[src/rtl/commit_trace_uart.sv]
// Commit-trace formatter: queues retired-instruction records and streams each
// one as a lowercase-hex ASCII line to a UART TX port, one byte per cycle.
module commit_trace_uart #(
    parameter int unsigned DEPTH  = 4,
    parameter int unsigned CNT_W  = 32,
    parameter int unsigned ADDR_W = 32,
    parameter int unsigned DATA_W = 32
) (
    input  logic                       clk,
    input  logic                       rst,
    input  logic                       rdy,
    input  logic                       push,
    input  logic [CNT_W-1:0]           count_in,
    input  logic [DATA_W+7+ADDR_W-1:0] info_in,
    input  logic                       tx_ready,
    output logic                       uart_en,
    output logic [7:0]                 uart_data,
    output logic                       stall,
    output logic                       dropped,
    output logic                       busy
);

    localparam int unsigned INFO_W    = DATA_W + 7 + ADDR_W;
    localparam int unsigned REC_W     = CNT_W + INFO_W;
    localparam int unsigned AW        = $clog2(DEPTH);
    localparam int unsigned NC        = CNT_W / 4;
    localparam int unsigned NA        = ADDR_W / 4;
    localparam int unsigned ND        = DATA_W / 4;
    localparam int unsigned P_TYPE    = NC + NA + 4;
    localparam int unsigned LEN_SHORT = NC + NA + 6;
    localparam int unsigned LEN_BR    = NC + NA + 8;
    localparam int unsigned LEN_REG   = NC + NA + ND + 10;
    localparam int unsigned K_W       = $clog2(LEN_REG);

    typedef enum logic [1:0] {IDLE, LOAD, EMIT} state_t;

    state_t             state;
    logic [REC_W-1:0]   mem [DEPTH];
    logic [AW-1:0]      wr_ptr, rd_ptr;
    logic [AW:0]        count, count_next;
    logic [REC_W-1:0]   head;
    logic [CNT_W-1:0]   line_cnt;
    logic [ADDR_W-1:0]  line_addr;
    logic [DATA_W-1:0]  line_data;
    logic [4:0]         line_rd;
    logic [1:0]         line_type;
    logic [K_W-1:0]     k, last_k;
    logic               active, full, pop, push_ok, push_drop, emit;
    logic [7:0]         byte_c;
    int unsigned        kk, r;

    function automatic logic [7:0] hex_ascii(input logic [3:0] n);
        return (n < 4'd10) ? (8'h30 + 8'(n)) : (8'h57 + 8'(n));
    endfunction

    // Pop-before-push lets a full FIFO accept a push in the cycle it pops.
    always_comb begin
        active     = rdy && !rst;
        full       = (count == (AW+1)'(DEPTH));
        pop        = active && (state == LOAD);
        push_ok    = active && push && (!full || pop);
        push_drop  = active && push && full && !pop;
        emit       = active && (state == EMIT) && tx_ready;
        count_next = count + (AW+1)'(push_ok) - (AW+1)'(pop);
        head       = mem[rd_ptr];
    end

    always_comb begin
        case (line_type)
            2'b00:   last_k = K_W'(LEN_REG - 1);
            2'b10:   last_k = K_W'(LEN_BR - 1);
            default: last_k = K_W'(LEN_SHORT - 1);
        endcase
    end

    // Byte k of the current line, derived directly from the line register.
    always_comb begin
        byte_c = 8'h0a;
        kk     = 32'(k);
        r      = 0;
        if (kk == 0)                 byte_c = 8'h5b;
        else if (kk <= NC)           byte_c = hex_ascii(4'(line_cnt >> (4 * (NC - kk))));
        else if (kk == NC + 1)       byte_c = 8'h5d;
        else if (kk == NC + 2)       byte_c = 8'h20;
        else if (kk <= NC + NA + 2)  byte_c = hex_ascii(4'(line_addr >> (4 * (NC + NA + 2 - kk))));
        else if (kk == NC + NA + 3)  byte_c = 8'h20;
        else if (kk == P_TYPE) begin
            case (line_type)
                2'b00:   byte_c = 8'h72;
                2'b01:   byte_c = 8'h73;
                2'b10:   byte_c = 8'h62;
                default: byte_c = 8'h3f;
            endcase
        end else begin
            r = kk - (P_TYPE + 1);
            case (line_type)
                2'b00: begin
                    if (r == 0 || r == 3)  byte_c = 8'h20;
                    else if (r == 1)       byte_c = 8'h30 + 8'(line_rd[4]);
                    else if (r == 2)       byte_c = hex_ascii(line_rd[3:0]);
                    else if (r <= ND + 3)  byte_c = hex_ascii(4'(line_data >> (4 * (ND + 3 - r))));
                    else                   byte_c = 8'h0a;
                end
                2'b10: begin
                    if (r == 0)            byte_c = 8'h20;
                    else if (r == 1)       byte_c = 8'h30 + 8'(line_data[0]);
                    else                   byte_c = 8'h0a;
                end
                default:                   byte_c = 8'h0a;
            endcase
        end
    end

    assign uart_en   = emit;
    assign uart_data = emit ? byte_c : 8'h00;
    assign stall     = full;
    assign busy      = (count != '0) || (state != IDLE);

    always_ff @(posedge clk) begin
        if (rst) begin
            state     <= IDLE;
            wr_ptr    <= '0;
            rd_ptr    <= '0;
            count     <= '0;
            k         <= '0;
            dropped   <= 1'b0;
            line_cnt  <= '0;
            line_addr <= '0;
            line_data <= '0;
            line_rd   <= '0;
            line_type <= '0;
        end else if (rdy) begin
            if (push_ok) begin
                mem[wr_ptr] <= {count_in, info_in};
                wr_ptr      <= wr_ptr + 1'b1;
            end
            if (pop) rd_ptr <= rd_ptr + 1'b1;
            count <= count_next;
            if (push_drop) dropped <= 1'b1;
            case (state)
                IDLE: if (count_next != '0) state <= LOAD;
                LOAD: begin
                    line_addr <= head[ADDR_W-1:0];
                    line_type <= head[ADDR_W+1:ADDR_W];
                    line_rd   <= head[ADDR_W+6:ADDR_W+2];
                    line_data <= head[INFO_W-1:ADDR_W+7];
                    line_cnt  <= head[REC_W-1:INFO_W];
                    k         <= '0;
                    state     <= EMIT;
                end
                EMIT: if (tx_ready) begin
                    if (k == last_k) begin
                        k     <= '0;
                        state <= (count_next != '0) ? LOAD : IDLE;
                    end else begin
                        k <= k + 1'b1;
                    end
                end
                default: state <= IDLE;
            endcase
        end
    end

endmodule

[config.mk]
export PLATFORM = sky130hd
export DESIGN_NAME = commit_trace_uart
export DESIGN_NICKNAME = d
export VERILOG_FILES = /design/src/rtl/commit_trace_uart.sv
export SDC_FILE = /design/constraint.sdc
export NUM_CORES = 1
export LEC_CHECK = 0
export CAP_MARGIN = 20
export CORE_UTILIZATION = 37
export CTS_BUF_LIST = sky130_fd_sc_hd__clkbuf_4
export DETAILED_ROUTE_END_ITERATION = 8
export PLACE_DENSITY = 0.56
export SLEW_MARGIN = 25
export SYNTH_ARGS = -nofsm -noshare
export SYNTH_HDL_FRONTEND = slang
export SYNTH_SLANG_ARGS = --single-unit
[constraint.sdc]
create_clock -name clk -period 4.4 [get_ports clk]
set_input_delay 0.44 -clock clk [delete_from_list [all_inputs] [get_ports clk]]
set_output_delay 0.44 -clock clk [all_outputs]
set_load 0.005 [all_outputs]
==> results of run 1 <==
[flip-flops by register name, summed over array words and instances (netlist names)]
register / cells
line_data: 32
dropped: 1
line_addr: 32
state: 2
line_cnt: 32
rd_ptr: 2
k: 6
count: 3
line_type: 2
mem: 412
line_rd: 5
wr_ptr: 2
[metrics by stage]
stage          setup TNS, ns  hold WS [ns]   util
5_1_grt               -0.102        0.0433  0.455
3_5_place_dp               0         0.447  0.412
6_report                   0         0.149  0.455
2_1_floorplan              0         0.431      -
3_3_place_gp               0         0.442  0.412
4_1_cts                    0      0.000774  0.452
[metal layers]
metal,vias to the layer above,routed length [microns],part of all wire
li1,5960,-,-
met4,2,753,0.016
met2,308,23600,0.49
met5,-,13,0.00027
met3,67,2580,0.054
met1,6372,21000,0.44
[worst max-delay path by stage]
stage,start,endpoint,slack (ns),depth (start not counted)
2_1_floorplan,state[0]$_SDFFE_PP0P_,mem[1][0]$_DFFE_PP_,0.04,5
3_3_place_gp,k[2]$_SDFFE_PP0P_,uart_data[2],0.45,13
3_5_place_dp,k[1]$_SDFFE_PP0P_,uart_data[0],0.39,11
4_1_cts,k[0]$_SDFFE_PP0P_,uart_data[2],0.01,14
5_1_grt,k[1]$_SDFFE_PP0P_,uart_data[2],-0.06,14
6_report,k[1]$_SDFFE_PP0P_,uart_data[2],0.14,14
[logic make-up (layout without fill, tap and decap cells)]
kind of cell | Yosys count | count (layout) | synth area share
buffers and inverters | 104 | 459 | 0.0208
DFF | 531 | 531 | 0.682
adders and majority gates | 19 | 19 | 0.0113
other | 1 | 5 | 0.000173
xor gates and xnor gates | 18 | 18 | 0.00902
muxes | 144 | 144 | 0.137
AOI/OAI and AO/OA | 201 | 201 | 0.0552
and+or+nand+nor | 391 | 391 | 0.0839
[what timing repair did]
action / CTS / global route
hold buffers: 7 / 0
setup buffers: 16 / 5
pin swaps: 12 / 11
gates cloned: 1 / 0
setup endpoints to repair: 7 / 5
resized for setup: 43 / 19
hold endpoints to repair: 77 / 0
[power breakdown]
part           switching [mW]  leakage [nW]  internal [mW]  total (mW)
Clock                    2.01          1.18           2.67        4.68
Sequential             0.0681          4.69           5.50        5.57
Combinational           0.359          2.67          0.348       0.708
Total                    2.43          8.54           8.52        11.0
[worst max-delay path, cell delays in order, from the launching register on]
cell and delay [ns]:
dfxtp_4 0.36, or2_4 0.27, nand2_4 0.10, xnor2_4 0.09, ha_4 0.18, xnor2_2 0.12
or3_1 0.38, and4_4 0.23, nand2_2 0.09, ha_4 0.14, nand3_2 0.06, or3b_1 0.39
a21oi_2 0.19, o41a_1 0.18, buf_6 0.11
[cells in the final DEF, fill, tap and decap left out, types with 14 or more instances in the layout]
cell             synthesis  layout
nand2_1                250     245
edfxtp_1               412     412
dfxtp_1                119     113
clkbuf_4                 0     218
nor3_1                  20      20
a21oi_1                123     122
mux4_2                 120     120
buf_4                    3      45
nor2_1                  34      34
clkdlybuf4s50_1          0     110
nor3b_1                 14      14
clkinv_1                 0      26
ha_1                    18      14
o21ai_0                 21      21
[cell type report]
| class | count | area, sq um |
|---|---|---|
| Tap cell | 765 | 957 |
| Sequential cell | 531 | 14800 |
| Clock buffer | 217 | 1630 |
| Multi-Input combinational cell | 774 | 6620 |
| Antenna cell | 4 | 10.0 |
| Inverter | 16 | 61.3 |
| Clock inverter | 44 | 380 |
| Timing Repair Buffer | 182 | 1820 |
| Fill cell | 5286 | 31500 |
==> metrics.txt, run 1 <==
count of TritonRoute iterations in the first routing pass=6; clock-pin slew on the worst setup and hold paths=approximately 0.060 ns; reg2reg start=state[0]$_SDFFE_PP0P_; root cell of the clock tree=clkbuf_4; vertical extent of the die=244 microns; number of cells after detailed placement=between 2k and 2.5k; result of the run=completed; met1 routing resource usage after global routing=0.209; full die area=between 50,000 and 60,000 sq um; reg2reg setup slack=roughly 1.1 ns; count of nets left with antenna violations after detail routing=0; leakage power summed over all cells=approximately 8.5 nW; sequential share of the synthesized area=0.682; worst hold stages=1; data arrival at the endpoint of the critical path=3.82 ns; setup repair after global routing missed its margin=yes; GP Congestion=a little under 0.9; Worst Hold Path EP=mem[2][80]$_DFFE_PP_; # clock sinks=between 500 and 600; cell with the most instances after synthesis=edfxtp_1; total power of the final layout=between 10 and 15 mW; Residual DRC=0; Worst Reg-to-Reg Cells=16; nature of the critical path endpoint=output port; maximum buffer depth of the clock tree=3; count of input and output buffers=~120; most used routing layer=met2; count of warnings emitted by yosys=0; initial standard-cell utilization of the core=0.375; overall routed net length=47.9 mm; maximum VDD drop=slightly above 0.3 mV; net count after synthesis=about 1.5k; Power per Cell Area=approximately 420 nW/um^2; layout net count=between 1.5k and 2k; clock buffer count from CTS=~140; worst hold start=count_in[9]; Via-to-Cell Ratio=between 5 and 6; I/O pin cnt=between 100 and 150; number of antenna violations at the first check in global routing=3; number of enable flip-flop cells after synthesis=around 410; Area Overhead vs Synth=21.3%; Finished Cell Area=about 26,000 sq um; core outline area=57,700 sq um; share of flip-flops with an asynchronous set or reset after synthesis=0; wire length of the first global-routing pass=about 75 mm; number of non-filler instances in the completed layout=roughly 2.5k; total congestion overflow=0; leading post-synthesis cells by cell area=edfxtp_1, mux4_2, dfxtp_1; largest clock skew in the final design=approximately 0.053 ns; Slew HR=0.336; final-report max-slew violation count=0; worst path setup slack after routing=between 0.1 and 0.15 ns; combined global-route utilization of all metal layers=0.166; hold crit path type=primary input to flip-flop; Unique masters post-synth=67; Critical Setup Path Class=flip-flop to output port; pin count of the biggest net entering global routing=83; number of standard cells after synthesis=between 1k and 1.5k; Post-synth top cells=edfxtp_1, nand2_1, a21oi_1; crit start category=flip-flop; capture instance of the worst register-to-register path=state[0]$_SDFFE_PP0P_; die boundary width=244 microns; final hold viol count=0; via count of the first global-routing pass=13.4k; number of levels in the clock H-tree=4; routed vias=between 10k and 15k; post-synthesis cell area=21,600 sq um; CP max FO=5; shortest clock period the worst path allows after layout=between 4 and 5 ns; endpoints failing setup=0; Iteration-0 DRC Markers=roughly 750; minimum setup slack after placement=0.394 ns; Most used DFF post-synth=edfxtp_1; routed len/inst=around 19 microns; met2 usage in global routing=0.271; synthesized flop and latch total=between 500 and 600; average cell area after synthesis=roughly 15 sq um; max-cap check violation count=0; Yosys top cell area share=0.572; proportion of layout cells with a drive suffix above 1=0.274; TritonCTS clock tree=done; area leader, netlist=edfxtp_1; detailed placer's ending HPWL=a little under 30 mm; data required time of the critical path=approximately 4.0 ns; Rows=just under 90; highest achievable clock rate=around 230 MHz; clock latency on the worst-skew pair=around 0.94 ns; Placed Instance Area=between 20,000 and 25,000 sq um; met3 GRT Util=0.0486; period utilisation layout=0.968; worst-margin pin slew=roughly 1.0 ns
Power figures use the tool's default switching activity.
==> run 2, diff against run 1 <==
--- a/config.mk
+++ b/config.mk
@@ -6,10 +6,10 @@
 export NUM_CORES = 1
 export LEC_CHECK = 0
 export CAP_MARGIN = 20
-export CORE_UTILIZATION = 37
+export CORE_UTILIZATION = 56
 export CTS_BUF_LIST = sky130_fd_sc_hd__clkbuf_4
 export DETAILED_ROUTE_END_ITERATION = 8
-export PLACE_DENSITY = 0.56
+export PLACE_DENSITY = 0.78
 export SLEW_MARGIN = 25
 export SYNTH_ARGS = -nofsm -noshare
 export SYNTH_HDL_FRONTEND = slang
==> metrics.txt, run 2 (synthesis gave the netlist of run 1 again) <==
fraction of power consumed by sequential logic=0.533 (+0.025); met1 routing resource usage after global routing=0.313 (+0.104); maximum buffer depth of the clock tree=3 (unchanged); most frequent cells in the layout=edfxtp_1, nand2_1, clkbuf_4; Slew HR=0.395 (+0.0597); max-cap check violation count=0 (unchanged); Placed Instance Area=23,400 sq um (-1.7%); Switching Share=0.218 (-0.00415); Fin Hold WS=0.103 ns (-0.0453 ns); number of levels in the clock H-tree=4 (unchanged); leakage power summed over all cells=8.23 nW (-3.6%); detailed placer's ending HPWL=26.9 mm (-9.3%); number of cells after detailed placement=1,979 (-12%); Critical Setup Path Class=flip-flop to output port; clock-pin slew on the worst setup and hold paths=0.06 ns (about the same); Area Overhead vs Synth=17.2%; number of non-filler instances in the completed layout=2,228 (-12%); count of input and output buffers=118 (unchanged); vertical extent of the die=199 microns (-19%); total net switching power=2.28 mW (-6.2%); most common library cell in the layout ignoring fill and taps=edfxtp_1; nature of the critical path endpoint=output port; number of antenna violations at the first check in global routing=1 (-2); total congestion overflow=0 (unchanged); TritonCTS clock tree=done; reg2reg setup slack=1.06 ns (-0.02 ns); core outline area=37,800 sq um (-34%); initial standard-cell utilization of the core=0.572 (+0.197); Biggest register=mem; full die area=39,400 sq um (-34%); hold crit path type=primary input to flip-flop; data arrival at the endpoint of the critical path=3.82 ns (about the same); data required time of the critical path=3.96 ns (about the same); proportion of layout cells with a drive suffix above 1=0.252 (-0.0226); met3 GRT Util=0.0587 (+0.0101); worst hold stages=2 (+1); clock latency on the worst-skew pair=0.80 ns (-0.14 ns); pin count of the biggest net entering global routing=104 (+25%); period utilisation layout=0.968 (about the same); highest achievable clock rate=235 MHz (about the same); count of TritonRoute iterations in the first routing pass=5 (-1); Rows=71 (-19%); combined global-route utilization of all metal layers=0.235 (+0.0690); Power per Cell Area=413 nW/um^2 (-1.0%); internal power=8.19 mW (-3.9%); GP Congestion=0.899 (+2.1%); CP max FO=29 (+24); I/O pin cnt=120 (unchanged); endpoints failing setup=0 (unchanged); wire length of the first global-routing pass=70.0 mm (-6.6%); crit start category=flip-flop; routed len/inst=19.8 microns (+5.0%); routed vias=12.6k (-0.63%); root cell of the clock tree=clkbuf_4; largest clock skew in the final design=0.0435 ns (-0.00989 ns); via count of the first global-routing pass=13.2k (-1.3%); Finished Cell Area=25,300 sq um (-3.4%); die boundary width=199 microns (-19%); number of flip-flops under the largest register name=412 (unchanged); clock power share=0.402 (-0.025); met2 usage in global routing=0.380 (+0.108); Via-to-Cell Ratio=5.67 (+13%); final-report max-slew violation count=0 (unchanged); final hold viol count=0 (unchanged); Worst Reg-to-Reg Cells=16 (unchanged); overall routed net length=44.2 mm (-7.6%); clock buffer count from CTS=135 (-4.9%); worst-margin pin slew=0.907 ns (-0.0895 ns); count of nets left with antenna violations after detail routing=0 (unchanged); # clock sinks=531 (unchanged); result of the run=completed; most used routing layer=met2; Residual DRC=0 (unchanged); maximum VDD drop=0.250 mV (-20%); layout net count=1,741 (-1.9%); proportion of power drawn by combinational gates=0.065 (about the same); shortest clock period the worst path allows after layout=4.26 ns (+0.00110 ns); Iteration-0 DRC Markers=860 (+15%)
## run 2: path summary, 6_finish.rpt
check,start,endpoint
max,k[0]$_SDFFE_PP0P_,uart_data[6]
min,rst,dropped$_SDFFE_PP0P_
max reg2reg,state[0]$_SDFFE_PP0P_,state[0]$_SDFFE_PP0P_
min reg2reg,line_cnt[23]$_SDFFE_PP0P_,line_cnt[23]$_SDFFE_PP0P_
## run 2: layout make-up
| type | count | area, sq um |
|---|---|---|
| Timing Repair Buffer | 156 | 1550 |
| Inverter | 16 | 65.1 |
| Clock buffer | 204 | 1530 |
| Tap cell | 511 | 639 |
| Sequential cell | 531 | 14800 |
| Fill cell | 2673 | 12500 |
| Multi-Input combinational cell | 774 | 6540 |
| Antenna cell | 1 | 2.50 |
| Clock inverter | 35 | 244 |
## run 2: timing repair
item                                    in CTS  in global routing
pin swaps                                    4                  9
buffers inserted                             4                  5
endpoints found under the setup margin       7                  6
gates resized for setup                     23                 27
hold buffers                                 0                  0
## run 2: worst max-delay path, stage by stage (launching register included)
cell             delay (ns)
dfxtp_4                0.39
clkinvlp_4             0.13
ha_4                   0.32
buf_8                  0.24
mux4_2                 0.27
nand2_1                0.08
a21oi_2                0.23
o311a_1                0.31
o22ai_1                0.10
a21boi_1               0.25
o21a_1                 0.21
clkdlybuf4s50_1        0.51
## run 2: metal layers
layer / routed length [microns] / part of all wire / up-vias
met2: 21900 / 0.49 / 397
met1: 19000 / 0.43 / 6295
met5: 0 / 0 / -
met3: 2660 / 0.060 / 62
li1: - / - / 5875
met4: 740 / 0.017 / 0
## run 2: power groups by stage
stage / clock, mW / combinational [mW] / sequential [mW]
final: 4.21 / 0.684 / 5.58
after global routing: 4.60 / 0.742 / 5.59
after CTS: 4.32 / 0.686 / 5.58
after detailed placement: 0 / 0.680 / 5.69
after global placement: 0 / 0.665 / 5.68
after floorplan: 0 / 0.440 / 5.65
## run 2: per-stage QoR
| step | setup WS, ns | power [mW] | util | setup TNS, ns |
|---|---|---|---|---|
| floorplan | 0.0388 | 6.09 | - | 0 |
| global placement | 0.371 | 6.35 | 0.618 | 0 |
| detailed placement | 0.318 | 6.37 | 0.618 | 0 |
| CTS | 0.00232 | 10.6 | 0.667 | 0 |
| global route | -0.000851 | 10.9 | 0.670 | -0.000851 |
| finish | 0.140 | 10.5 | 0.670 | 0 |
==> run 3, diff against run 2 <==
--- a/config.mk
+++ b/config.mk
@@ -9,6 +9,7 @@
 export CORE_UTILIZATION = 56
 export CTS_BUF_LIST = sky130_fd_sc_hd__clkbuf_4
 export DETAILED_ROUTE_END_ITERATION = 8
+export HOLD_SLACK_MARGIN = 0.15
 export PLACE_DENSITY = 0.78
 export SLEW_MARGIN = 25
 export SYNTH_ARGS = -nofsm -noshare
==> metrics.txt, run 3 (synthesis gave the netlist of run 1 again) <==
clock-pin slew on the worst setup and hold paths=0.07 ns (about the same); Area Overhead vs Synth=17.2% (about the same); count of nets left with antenna violations after detail routing=0 (unchanged); final setup TNS=0 ns (unchanged); maximum buffer depth of the clock tree=3 (unchanged); count of TritonRoute iterations in the first routing pass=7 (+2); full die area=39,400 sq um (unchanged); worst-margin pin slew=0.917 ns (+0.00946 ns); via count of the first global-routing pass=13.2k (+0.045%); pin count of the biggest net entering global routing=104 (unchanged); final-report max-slew violation count=0 (unchanged); data required time of the critical path=3.96 ns (about the same); die boundary width=199 microns (unchanged); Slew HR=0.389 (-0.00631); TritonCTS clock tree=done; post-layout util=0.670 (about the same); GP Congestion=0.899 (unchanged); proportion of layout cells with a drive suffix above 1=0.252 (about the same); area taken by flip-flops and latches=14,800 sq um (unchanged); Residual DRC=0 (unchanged); total congestion overflow=0 (unchanged); nature of the critical path endpoint=output port; Critical Setup Path Class=flip-flop to output port; clock buffer count from CTS=135 (unchanged); met2 usage in global routing=0.380 (unchanged); Power per Cell Area=413 nW/um^2 (about the same); longest individual stage delay on the worst path=0.52 ns (about the same); Biggest register=mem; number of cells after detailed placement=1,979 (unchanged); endpoints failing setup=0 (unchanged); met3 GRT Util=0.0587 (unchanged); number of flip-flops under the largest register name=412 (unchanged); routed len/inst=19.9 microns (+0.18%); wire length of the first global-routing pass=70.0 mm (about the same); highest achievable clock rate=234 MHz (-0.16%); maximum VDD drop=0.250 mV (+0.10%); number of non-filler instances in the completed layout=2,229 (+0.045%); data arrival at the endpoint of the critical path=3.83 ns (about the same); Via-to-Cell Ratio=5.67 (+0.11%); cell breakdown of the critical path=clkinvlp_4, ha_4, buf_8, mux4_2, nand2_1, a21oi_2, o311a_1, o22ai_1, a21boi_1, o21a_1, clkdlybuf4s50_1; met1 routing resource usage after global routing=0.313 (unchanged); result of the run=completed; vertical extent of the die=199 microns (unchanged); # clock sinks=531 (unchanged); period utilisation layout=0.970 (+0.00150); Buffers & Inverters on Critical Path=3 (unchanged); leakage power summed over all cells=8.23 nW (about the same); core outline area=37,800 sq um (unchanged); most common library cell in the layout ignoring fill and taps=edfxtp_1; most frequent cells in the layout=edfxtp_1, nand2_1, clkbuf_4; final hold viol count=0 (unchanged); initial standard-cell utilization of the core=0.572 (unchanged); shortest clock period the worst path allows after layout=4.27 ns (+0.00661 ns); clock latency on the worst-skew pair=0.80 ns (about the same); crit start category=flip-flop; Worst path top cell family by delay=compound AO/OA/AOI/OAI gates; most used routing layer=met2; number of antenna violations at the first check in global routing=1 (unchanged); overall routed net length=44.3 mm (+0.23%); minimum setup slack after placement=0.318 ns (unchanged); max-cap check violation count=0 (unchanged); routed vias=12.6k (+0.15%); number of levels in the clock H-tree=4 (unchanged); Critical-path top delay cell=clkdlybuf4s50_1; worst path setup slack after routing=0.133 ns (-0.00661 ns); I/O pin cnt=120 (unchanged); count of input and output buffers=118 (unchanged); Rows=71 (unchanged); FILL cells=2,672 (-0.037%); hold crit path type=primary input to flip-flop; largest clock skew in the final design=0.0457 ns (+0.00221 ns); detailed placer's ending HPWL=26.9 mm (unchanged); combined global-route utilization of all metal layers=0.235 (unchanged); Iteration-0 DRC Markers=927 (+7.8%); footprint of the multi-input gates=6540 sq um (unchanged); root cell of the clock tree=clkbuf_4; CP max FO=29 (unchanged); Fin Hold WS=0.265 ns (+0.162 ns); layout net count=1,742 (+0.057%)
-- run 3: cell count changes in the layout (fill, tap and decap cells not counted), sizes merged --
cell,change
dlygate4sd3,+1
-- run 3: worst paths after layout --
kind / from / to / slack, ns / depth (start not counted)
worst max-delay path: k[0]$_SDFFE_PP0P_ / uart_data[6] / 0.13 / 11
worst min-delay path: info_in[8] / mem[3][8]$_DFFE_PP_ / 0.27 / 1
worst max register to register: state[0]$_SDFFE_PP0P_ / state[0]$_SDFFE_PP0P_ / 1.08 / 16
worst min register to register: line_cnt[23]$_SDFFE_PP0P_ / line_cnt[23]$_SDFFE_PP0P_ / 0.45 / 2
-- run 3: what timing repair did --
| item | 4_1_cts | 5_1_grt |
|---|---|---|
| pin swaps | 4 | 9 |
| setup buffers | 4 | 5 |
| endpoints found under the setup margin | 7 | 6 |
| hold buffers | 1 | 0 |
| resized for setup | 23 | 27 |
| hold endpoints to repair | 42 | 0 |
-- run 3: area by class of cell --
| cell class | instances | share of cell area |
|---|---|---|
| antenna | 1 | 0.0000987 |
| clock inverter | 35 | 0.00962 |
| tap | 511 | 0.0252 |
| timing repair buffer | 157 | 0.0615 |
| multi-input combinational | 774 | 0.258 |
| inverter | 16 | 0.00257 |
| clock buffer | 204 | 0.0604 |
| sequential | 531 | 0.583 |
-- run 3: metrics by stage --
step,power [mW],area [sq um]
floorplan,6.09,21600
global placement,6.35,23400
detailed placement,6.37,23400
CTS,10.6,25200
global route,10.9,25400
finish,10.5,25400
-- run 3: metal layers --
layer | up-vias | wire length, microns | part of all wire
li1 | 5877 | - | -
met1 | 6351 | 19200 | 0.43
met2 | 352 | 21800 | 0.49
met3 | 68 | 2530 | 0.057
met4 | 0 | 789 | 0.018
met5 | - | 0 | 0
-- run 3: power by group --
group	leakage, nW	switching [mW]	internal (mW)	total [mW]
sequential	4.69	0.0740	5.50	5.58
combinational	2.49	0.344	0.340	0.684
clock	1.05	1.87	2.35	4.22
